--- src/rtl/hilo_mult_sequencer_pkg.sv ---
// Shared definitions for the HI/LO multiply sequencer and the control unit.
package hilo_mult_sequencer_pkg;

  typedef enum logic [1:0] {
    IDLE = 2'd0,
    MULT = 2'd1,
    FIX  = 2'd2
  } mult_state_t;

  localparam int MULT_CYCLES = 32;

  localparam logic [1:0] REGSEL_NONE = 2'b00;
  localparam logic [1:0] REGSEL_HI   = 2'b01;
  localparam logic [1:0] REGSEL_LO   = 2'b10;

  // Unsigned magnitude of an operand; 0x80000000 maps to itself as an unsigned value.
  function automatic logic [31:0] magnitude(input logic [31:0] value, input logic is_signed);
    return (is_signed && value[31]) ? (~value + 32'd1) : value;
  endfunction

endpackage

--- src/rtl/hilo_mult_sequencer_dp.sv ---
// Shift-add datapath: operand magnitudes, 64-bit accumulator and step counter.
module mult_shift_add_dp
  import hilo_mult_sequencer_pkg::*;
(
  input  logic        clk,
  input  logic        rst,
  input  logic        load,
  input  logic        step,
  input  logic        is_signed,
  input  logic [31:0] src_a,
  input  logic [31:0] src_b,
  output logic [63:0] acc,
  output logic        neg,
  output logic [5:0]  count
);

  logic [31:0] mcand;
  logic [31:0] mplier;
  logic [32:0] sum;

  // Upper accumulator half plus the multiplicand when the current multiplier bit is set.
  always_comb begin
    sum = {1'b0, acc[63:32]} + (mplier[0] ? {1'b0, mcand} : 33'd0);
  end

  // Load magnitudes on start, then shift {carry, accumulator} and multiplier once per step.
  always_ff @(posedge clk) begin
    if (rst) begin
      acc    <= 64'd0;
      count  <= 6'd0;
      mcand  <= 32'd0;
      mplier <= 32'd0;
      neg    <= 1'b0;
    end else if (load) begin
      mcand  <= magnitude(src_a, is_signed);
      mplier <= magnitude(src_b, is_signed);
      neg    <= is_signed & (src_a[31] ^ src_b[31]);
      acc    <= 64'd0;
      count  <= 6'd0;
    end else if (step) begin
      acc    <= {sum, acc[31:1]};
      mplier <= {1'b0, mplier[31:1]};
      count  <= count + 6'd1;
    end
  end

endmodule

--- src/rtl/hilo_mult_sequencer.sv ---
// Sequencer for mult/multu: 32-cycle shift-add multiply, sign fix-up, HI/LO registers.
module hilo_mult_sequencer
  import hilo_mult_sequencer_pkg::*;
(
  input  logic        clk,
  input  logic        rst,
  input  logic        start,
  input  logic        is_signed,
  input  logic [31:0] src_a,
  input  logic [31:0] src_b,
  input  logic [1:0]  regsel,
  output logic        busy,
  output logic        stall,
  output logic        done,
  output logic [31:0] hi,
  output logic [31:0] lo
);

  mult_state_t state;
  logic [63:0] acc;
  logic        neg;
  logic [5:0]  count;
  logic        load;
  logic        step;

  assign load = (state == IDLE) && start;
  assign step = (state == MULT);

  mult_shift_add_dp u_dp (
    .clk       (clk),
    .rst       (rst),
    .load      (load),
    .step      (step),
    .is_signed (is_signed),
    .src_a     (src_a),
    .src_b     (src_b),
    .acc       (acc),
    .neg       (neg),
    .count     (count)
  );

  // Busy and stall decode; a HI/LO read or a new multiply must wait while one is running.
  always_comb begin
    busy  = (state != IDLE);
    stall = busy && ((regsel == REGSEL_HI) || (regsel == REGSEL_LO) || start);
  end

  // Control FSM; HI/LO only change on the FIX edge, so an aborted multiply never writes them.
  always_ff @(posedge clk) begin
    if (rst) begin
      state <= IDLE;
      hi    <= 32'd0;
      lo    <= 32'd0;
      done  <= 1'b0;
    end else begin
      done <= 1'b0;
      case (state)
        IDLE: begin
          if (start) state <= MULT;
        end
        MULT: begin
          if (count == 6'(MULT_CYCLES - 1)) state <= FIX;
        end
        FIX: begin
          {hi, lo} <= neg ? (~acc + 64'd1) : acc;
          done     <= 1'b1;
          state    <= IDLE;
        end
        default: state <= IDLE;
      endcase
    end
  end

endmodule
--- config.mk ---
export PLATFORM = sky130hd
export DESIGN_NAME = hilo_mult_sequencer
export DESIGN_NICKNAME = d
export VERILOG_FILES = /design/src/rtl/hilo_mult_sequencer_pkg.sv /design/src/rtl/hilo_mult_sequencer_dp.sv /design/src/rtl/hilo_mult_sequencer.sv
export SDC_FILE = /design/constraint.sdc
export NUM_CORES = 1
export LEC_CHECK = 0
export ABC_AREA = 1
export CAP_MARGIN = 20
export CORE_UTILIZATION = 54
export CTS_BUF_LIST = sky130_fd_sc_hd__clkbuf_8
export DETAILED_ROUTE_END_ITERATION = 8
export PLACE_DENSITY = 0.79
export SYNTH_ARGS = -nofsm -noshare
export SYNTH_HDL_FRONTEND = slang
export SYNTH_SLANG_ARGS = --single-unit
--- constraint.sdc ---
create_clock -name clk -period 2.51 [get_ports clk]
set_clock_uncertainty 0.2 [all_clocks]
set_input_delay 0.251 -clock clk [delete_from_list [all_inputs] [get_ports clk]]
set_output_delay 0.251 -clock clk [all_outputs]
set_load 0.005 [all_outputs]
---- Yosys cells after proc, flatten, opt, wreduce, memory -nomap -nowiden ----
Index checks and enable logic that the tools add are counted.
operators by class
  add/subtract/negate cells ............... 5
  equality and inequality tests ........... 7
  multiplexer cells ....................... 10
  bitwise gates (word level) .............. 5
  reductions and logical operators ........ 11
operators with widths
  operator                                              number
  2-to-1 mux 32 bit                                     5
  adder 32 x 1 -> 32 bit (second input constant)        2
  adder 64 x 1 -> 64 bit (second input constant)        1
  2-to-1 mux 64 bit                                     1
  inverter 32 bit                                       2
  inverter 64 bit                                       1
  adder 32 x 33 -> 33 bit                               1
  adder 6 x 1 -> 6 bit (second input constant)          1
  equality test 6 x 5 -> 1 bit (second input constant)  1
  equality test 2 x 1 -> 1 bit (second input constant)  2
  equality test 2 bit (second input constant)           2
  logical AND 1 bit                                     4
  2-to-1 mux 2 bit                                      2
  one-hot mux 2 bit (2 select lines)                    1
  nonzero test 2 bit                                    2
  logical NOT 2 bit                                     1
  logical OR 1 bit                                      2
  != test 2 x 1 -> 1 bit (second input constant)        1
  != test 2 bit (second input constant)                 1
  AND reduction 2 bit                                   1
  OR reduction 2 bit                                    1
  AND 1 bit                                             1
  2-to-1 mux 1 bit                                      1
  XOR 1 bit                                             1
storage, ports and cells
  bits in registers ....................... 202
  input bits .............................. 70
  word-level logic and storage cells ...... 47

---- Logic depth before layout (Yosys ltp) ----
  depth in word-level cells ............... 4
  gate-level depth with buffers ........... 18

---- Cells and area by module ----
From an unflattened synthesis, not the netlist that was laid out.
unflattened totals
  cells, all modules ...................... 2349
  area total of the unflattened synthesis .. 13960.9 µm²
by module, submodules not included
  module               instances  cells each  area each (µm²)
  mult_shift_add_dp    1          1532        9251.4
  hilo_mult_sequencer  1          817         4709.5

---- Least setup slack after synthesis ----
No wires, ideal clock.
  path type ............................... register to register
  start ................................... reg u_dp.mplier[0]
  end ..................................... reg u_dp.acc[53]
  setup time .............................. 0.109 ns
  arrival time ............................ 2.304 ns
  slack ................................... -0.103 ns
  cell stages (with the launch flop) ...... 18
  path buffers ............................ 2
  clock period less this slack ............ 2.613 ns
  path through ............................ dfxtp_1 -> clkbuf_1 -> clkbuf_1 -> nand2_1 -> inv_1 -> ha_1 -> inv_1 -> fa_1 -> o21ai_1 -> nand2_1 -> nand2_1 -> nand2_1 -> nand2_1 -> nand2_1 -> nand3_1 -> nand3_1 -> nand2_1 -> inv_1
on the way
  cells in the longest elaborated chain, start to end .. 2
RTL lines
  what                     line                          RTL
  from (decl)              hilo_mult_sequencer_dp.sv:18  logic [31:0] mplier;
  from (signal assigned)   hilo_mult_sequencer_dp.sv:36  mplier <= magnitude(src_b, is_signed);
  from (signal assigned)   hilo_mult_sequencer_dp.sv:42  mplier <= {1'b0, mplier[31:1]};
  2-to-1 mux 32 bit        hilo_mult_sequencer_dp.sv:23  sum = {1'b0, acc[63:32]} + (mplier[0] ? {1'b0, mcand} : 33'd0);
  adder 32 x 33 -> 33 bit  hilo_mult_sequencer_dp.sv:23
  to (signal assigned)     hilo_mult_sequencer_dp.sv:41  acc <= {sum, acc[31:1]};
  to (decl)                hilo_mult_sequencer_dp.sv:12  output logic [63:0] acc,
Every way passes these cells.
A chain may end at the register's enable or synchronous reset.

---- Worst setup path after layout ----
  start ................................... reg u_dp.mplier[0]
  end ..................................... reg u_dp.acc[57]
Same word-level chain as after synthesis.

==> results.txt <==
* Area of the core: 0.0253 mm^2
- The initial utilization of the core area, before any placement, comes to 55.3%.
* Maximum number of pins on one net before global-route repair: 80
- Power, Total: 8360 uW
- Dividing total power by cell area gives a power density of 500 mW/mm^2.
- DRT Pass-1 Iters: 5
- Hold/Removal Path Class: primary input to flip-flop
* Clk Latency, worst-skew pair: 0.55 ns
* Worst Path Buf+Inv: 4
- Cell with the largest stage delay on the worst path: sky130_fd_sc_hd__dfxtp_4
- Type of destination of the critical path: flip-flop
- The max-slew violation count is 0.
* Clock tree root driver cell: sky130_fd_sc_hd__clkbuf_8
- Layout overhead on the synthesized area: 19.7%
- Dividing the detail-routed via count by the number of cells gives 5.33.
* Top area cells in the synthesized netlist: sky130_fd_sc_hd__dfxtp_1 29%, sky130_fd_sc_hd__nand2_1 19%, sky130_fd_sc_hd__inv_1 8.6%
* CP Cell Sequence: buf_12 > buf_4 > nand2_1 > inv_1 > ha_4 > nand2_1 > nor2_1 > nand3b_1 > nand3_1 > nand2_1 > nand4_1 > nand3_1 > nand2_1 > inv_1
- H-Tree Level Count: 2
- Grt ovf: 0
- Die Outline Area: 0.0265 mm^2
* Relative slew slack: 54.1%
* Height of the die: 163 um
- In the synthesized netlist the async set-or-reset flop fraction comes to 0%.
- NumNets Final: 2597
- Row generation in the floorplan step produced 58 rows.
* Clock period minus final worst setup slack: 2.45 ns
- Peak per-stage delay on the critical path: 0.36 ns
- IR analysis of the VDD net gives a maximum drop of 0.476 mV.
- Summed over its instances, the top area cell type makes up 29.0% of the synthesized netlist area.
* CP Launch Type: flip-flop
- The first routing iteration left 1147 violations.
- Number of enable flip-flop cells after synthesis: 0
- Endpoints failing setup: 0
- Status: finished clean
- In this run, CTS created clock tree buffers numbering 36.
- The cell family contributing the most delay on the critical path is simple AND/OR/NAND/NOR gates.
- Post-Syn Area: 0.0140 mm^2
- DRC violations left: 0
- Count of synthesis-stage warnings from yosys: 0
- After synthesis the netlist holds a flip-flop and latch count of 202.
- Counting the fill cells in the layout gives 2352.
- Wire length of the first global-routing pass: 68000 um
- For this block, the routed nets add up to 42300 um of wire.
* Post-synthesis instance total: 2359
- The detail route stage leaves a number of antenna-violating nets equal to 0.
- The number of endpoints with negative hold slack in the final report was 0.
- In this run the post-CTS setup repair buffer count came out at 0.
- The most used flip-flop cell after synthesis is sky130_fd_sc_hd__dfxtp_1.
* Worst setup path category: flip-flop to flip-flop
- Dividing the synthesized area by the synthesized cell count gives 5.92 um^2.
- LEAKAGE: 0.00818 uW
- Routability-driven placement finished with a final weighted congestion of 0.995.
* Clock tree from TritonCTS: done
- Synth cell types: 52
- Via count of the first global-routing pass: 13900
* Largest buffer count on any clock path: 3
* DPL Wire Length: 32700 um
- Port bufs: 136
* Cell total after placement: 2781
- # clock sinks: 202
- Data arrival time of the critical path: 2.69 ns
* Required time of the critical path: 2.75 ns
- Sequential cells were found to cover 29.0% of the synthesized design area.
* Cell type with the highest occurrence count on the critical path: sky130_fd_sc_hd__nand2_1
- Number of vias after detailed routing: 15200
- The number of nets handed over by synthesis was 2466.
* Initial antenna violation count: 0
- The biggest area contributor in the post-synthesis netlist is sky130_fd_sc_hd__dfxtp_1.
- Setup tns final: 0 ns
- Of the cells placed in the final design, the portion with a size suffix greater than 1 is 7.63%.
- Post-layout instance count excluding filler cells: 2845
- Setup repair after global routing could not meet its margin everywhere.
- Finished Core Util: 66.2%
- After layout, the worst path uses 97.5% of the clock period.
- At the pin with the least slew margin, the transition time is 0.683 ns.
- Across the run, the number of max-cap violations was 0.
- Based on the critical path, the design can be clocked at up to 408 MHz.
- The die is 163 um wide.
- Along the worst path, the maximum fanout reaches 29.
- In the final routed layout, each cell accounts on average for 14.9 um.
* Antenna cells: 0
- Count of pins on the block boundary: 137
- In the global route stage, overall resource usage came out at 31.9%.
* Clock-pin slew of the registers on the worst-case setup and hold paths: 0.06 ns
[layout make-up]
type	instances	area [um^2]	share of cell area (%)
clock buffer	42	578	3.46
clock inverter	21	175	1.05
inverter	329	1240	7.40
sequential	202	4050	24.2
tap	330	413	2.47
multi-input combinational	1747	8550	51.1
timing repair buffer	174	1720	10.3
[worst register-to-register path, stage by stage (launching register included)]
cell and delay [ns]:
sky130_fd_sc_hd__dfxtp_4 0.36, sky130_fd_sc_hd__buf_12 0.16, sky130_fd_sc_hd__buf_4 0.16, sky130_fd_sc_hd__nand2_1 0.05
sky130_fd_sc_hd__inv_1 0.06, sky130_fd_sc_hd__ha_4 0.28, sky130_fd_sc_hd__nand2_1 0.12, sky130_fd_sc_hd__nor2_1 0.18
sky130_fd_sc_hd__nand3b_1 0.11, sky130_fd_sc_hd__nand3_1 0.17, sky130_fd_sc_hd__nand2_1 0.14, sky130_fd_sc_hd__nand4_1 0.12
sky130_fd_sc_hd__nand3_1 0.12, sky130_fd_sc_hd__nand2_1 0.09, sky130_fd_sc_hd__inv_1 0.04
[timing repair]
item | in CTS | in global routing
resized for setup | 1 | 48
endpoints found under the hold margin | 14 | 0
cloned | 0 | 0
setup endpoints to repair | 1 | 23
hold buffers | 1 | 0
pin swaps | 0 | 6
[kinds of logic (layout without fill, tap and decap cells)]
kind of cell    Yosys count  in the layout  synth area share (%)
simple gates           1281           1281                  38.3
compound gates          367            367                  14.1
buf+inv                 410            566                  11.5
xor+xnor                 62             62                  3.89
fa+ha+maj                37             37                  3.37
flops                   202            202                  29.0
[cells in the final DEF, fill, tap and decap left out, types with 3 or more instances in the layout]
cell type,n
sky130_fd_sc_hd__o211ai_1,9
sky130_fd_sc_hd__or2_2,4
sky130_fd_sc_hd__clkinvlp_4,3
sky130_fd_sc_hd__buf_12,6
sky130_fd_sc_hd__o221ai_1,7
sky130_fd_sc_hd__and2_1,5
sky130_fd_sc_hd__nand2_1,707
sky130_fd_sc_hd__o21ai_0,130
sky130_fd_sc_hd__buf_4,31
sky130_fd_sc_hd__inv_1,329
sky130_fd_sc_hd__ha_4,6
sky130_fd_sc_hd__nand3b_1,5
sky130_fd_sc_hd__o31ai_1,3
sky130_fd_sc_hd__xor2_1,45
sky130_fd_sc_hd__nor2_4,9
sky130_fd_sc_hd__ha_2,4
sky130_fd_sc_hd__a21oi_1,161
sky130_fd_sc_hd__nor3_2,3
sky130_fd_sc_hd__o21bai_1,5
sky130_fd_sc_hd__nor3_1,17
sky130_fd_sc_hd__ha_1,26
sky130_fd_sc_hd__clkbuf_8,42
sky130_fd_sc_hd__nand2_2,22
sky130_fd_sc_hd__nand3_1,178
sky130_fd_sc_hd__a21oi_2,8
sky130_fd_sc_hd__o21ai_1,24
sky130_fd_sc_hd__clkdlybuf4s50_1,135
sky130_fd_sc_hd__xnor2_1,17
sky130_fd_sc_hd__nor2_2,18
sky130_fd_sc_hd__nor4_1,3
sky130_fd_sc_hd__dfxtp_1,200
sky130_fd_sc_hd__a21oi_4,4
sky130_fd_sc_hd__clkinv_2,3
sky130_fd_sc_hd__nor2_1,279
sky130_fd_sc_hd__nand4_1,22
sky130_fd_sc_hd__inv_2,9
sky130_fd_sc_hd__a31oi_1,3
[per-stage QoR]
stage	setup slack [ns]	cell area (um^2)	hold slack, ns
2_1_floorplan	0.0384	14000	0.189
3_3_place_gp	0.0447	15700	0.240
3_5_place_dp	-0.0125	15700	0.242
4_1_cts	0.00937	16500	0.168
5_1_grt	-0.0574	16700	0.209
6_report	0.0617	16700	0.182
[flip-flops by register name, indices dropped and copies added (netlist names)]
signal and cells:
u_dp.acc 64, hi 32, lo 32, u_dp.mcand 32
u_dp.mplier 32, u_dp.count 6, state 2, done 1
u_dp.neg 1
[cells in the mapped netlist, drive strengths merged (23+ instances only)]
cell type and number:
nor2 306, dfxtp 202, o21ai 158, clkbuf 49, inv 328, nand2 730
xor2 45, nand4 23, ha 36, a21oi 173, buf 31, nand3 180
[metal layers]
| metal | wire, um | GRT usage [%] | up-vias |
|---|---|---|---|
| met1 | 19000 | 42.6 | 6826 |
| met2 | 19300 | 52.6 | 513 |
| met5 | 0 | 0 | - |
| li1 | - | - | 7746 |
| met4 | 1130 | 10.7 | 0 |
| met3 | 2790 | 4.20 | 74 |
[path summary, 6_finish.rpt]
kind,startpoint,end,cells after the start,slack [ns]
hold reg to reg,u_dp.mcand[29],u_dp.mcand[29],2,0.26
hold / removal,src_a[28],u_dp.mcand[28],4,0.18
setup / recovery,u_dp.mplier[0],u_dp.acc[57],14,0.06
setup reg to reg,u_dp.mplier[0],u_dp.acc[57],14,0.06
[report_power, final]
group	internal, uW	leakage [uW]	switching (uW)
registers	3350	0.00164	130
clock network	1760	0.000415	1440
logic	598	0.00612	1090
total	5710	0.00818	2660
Power figures use the tool's default switching activity.
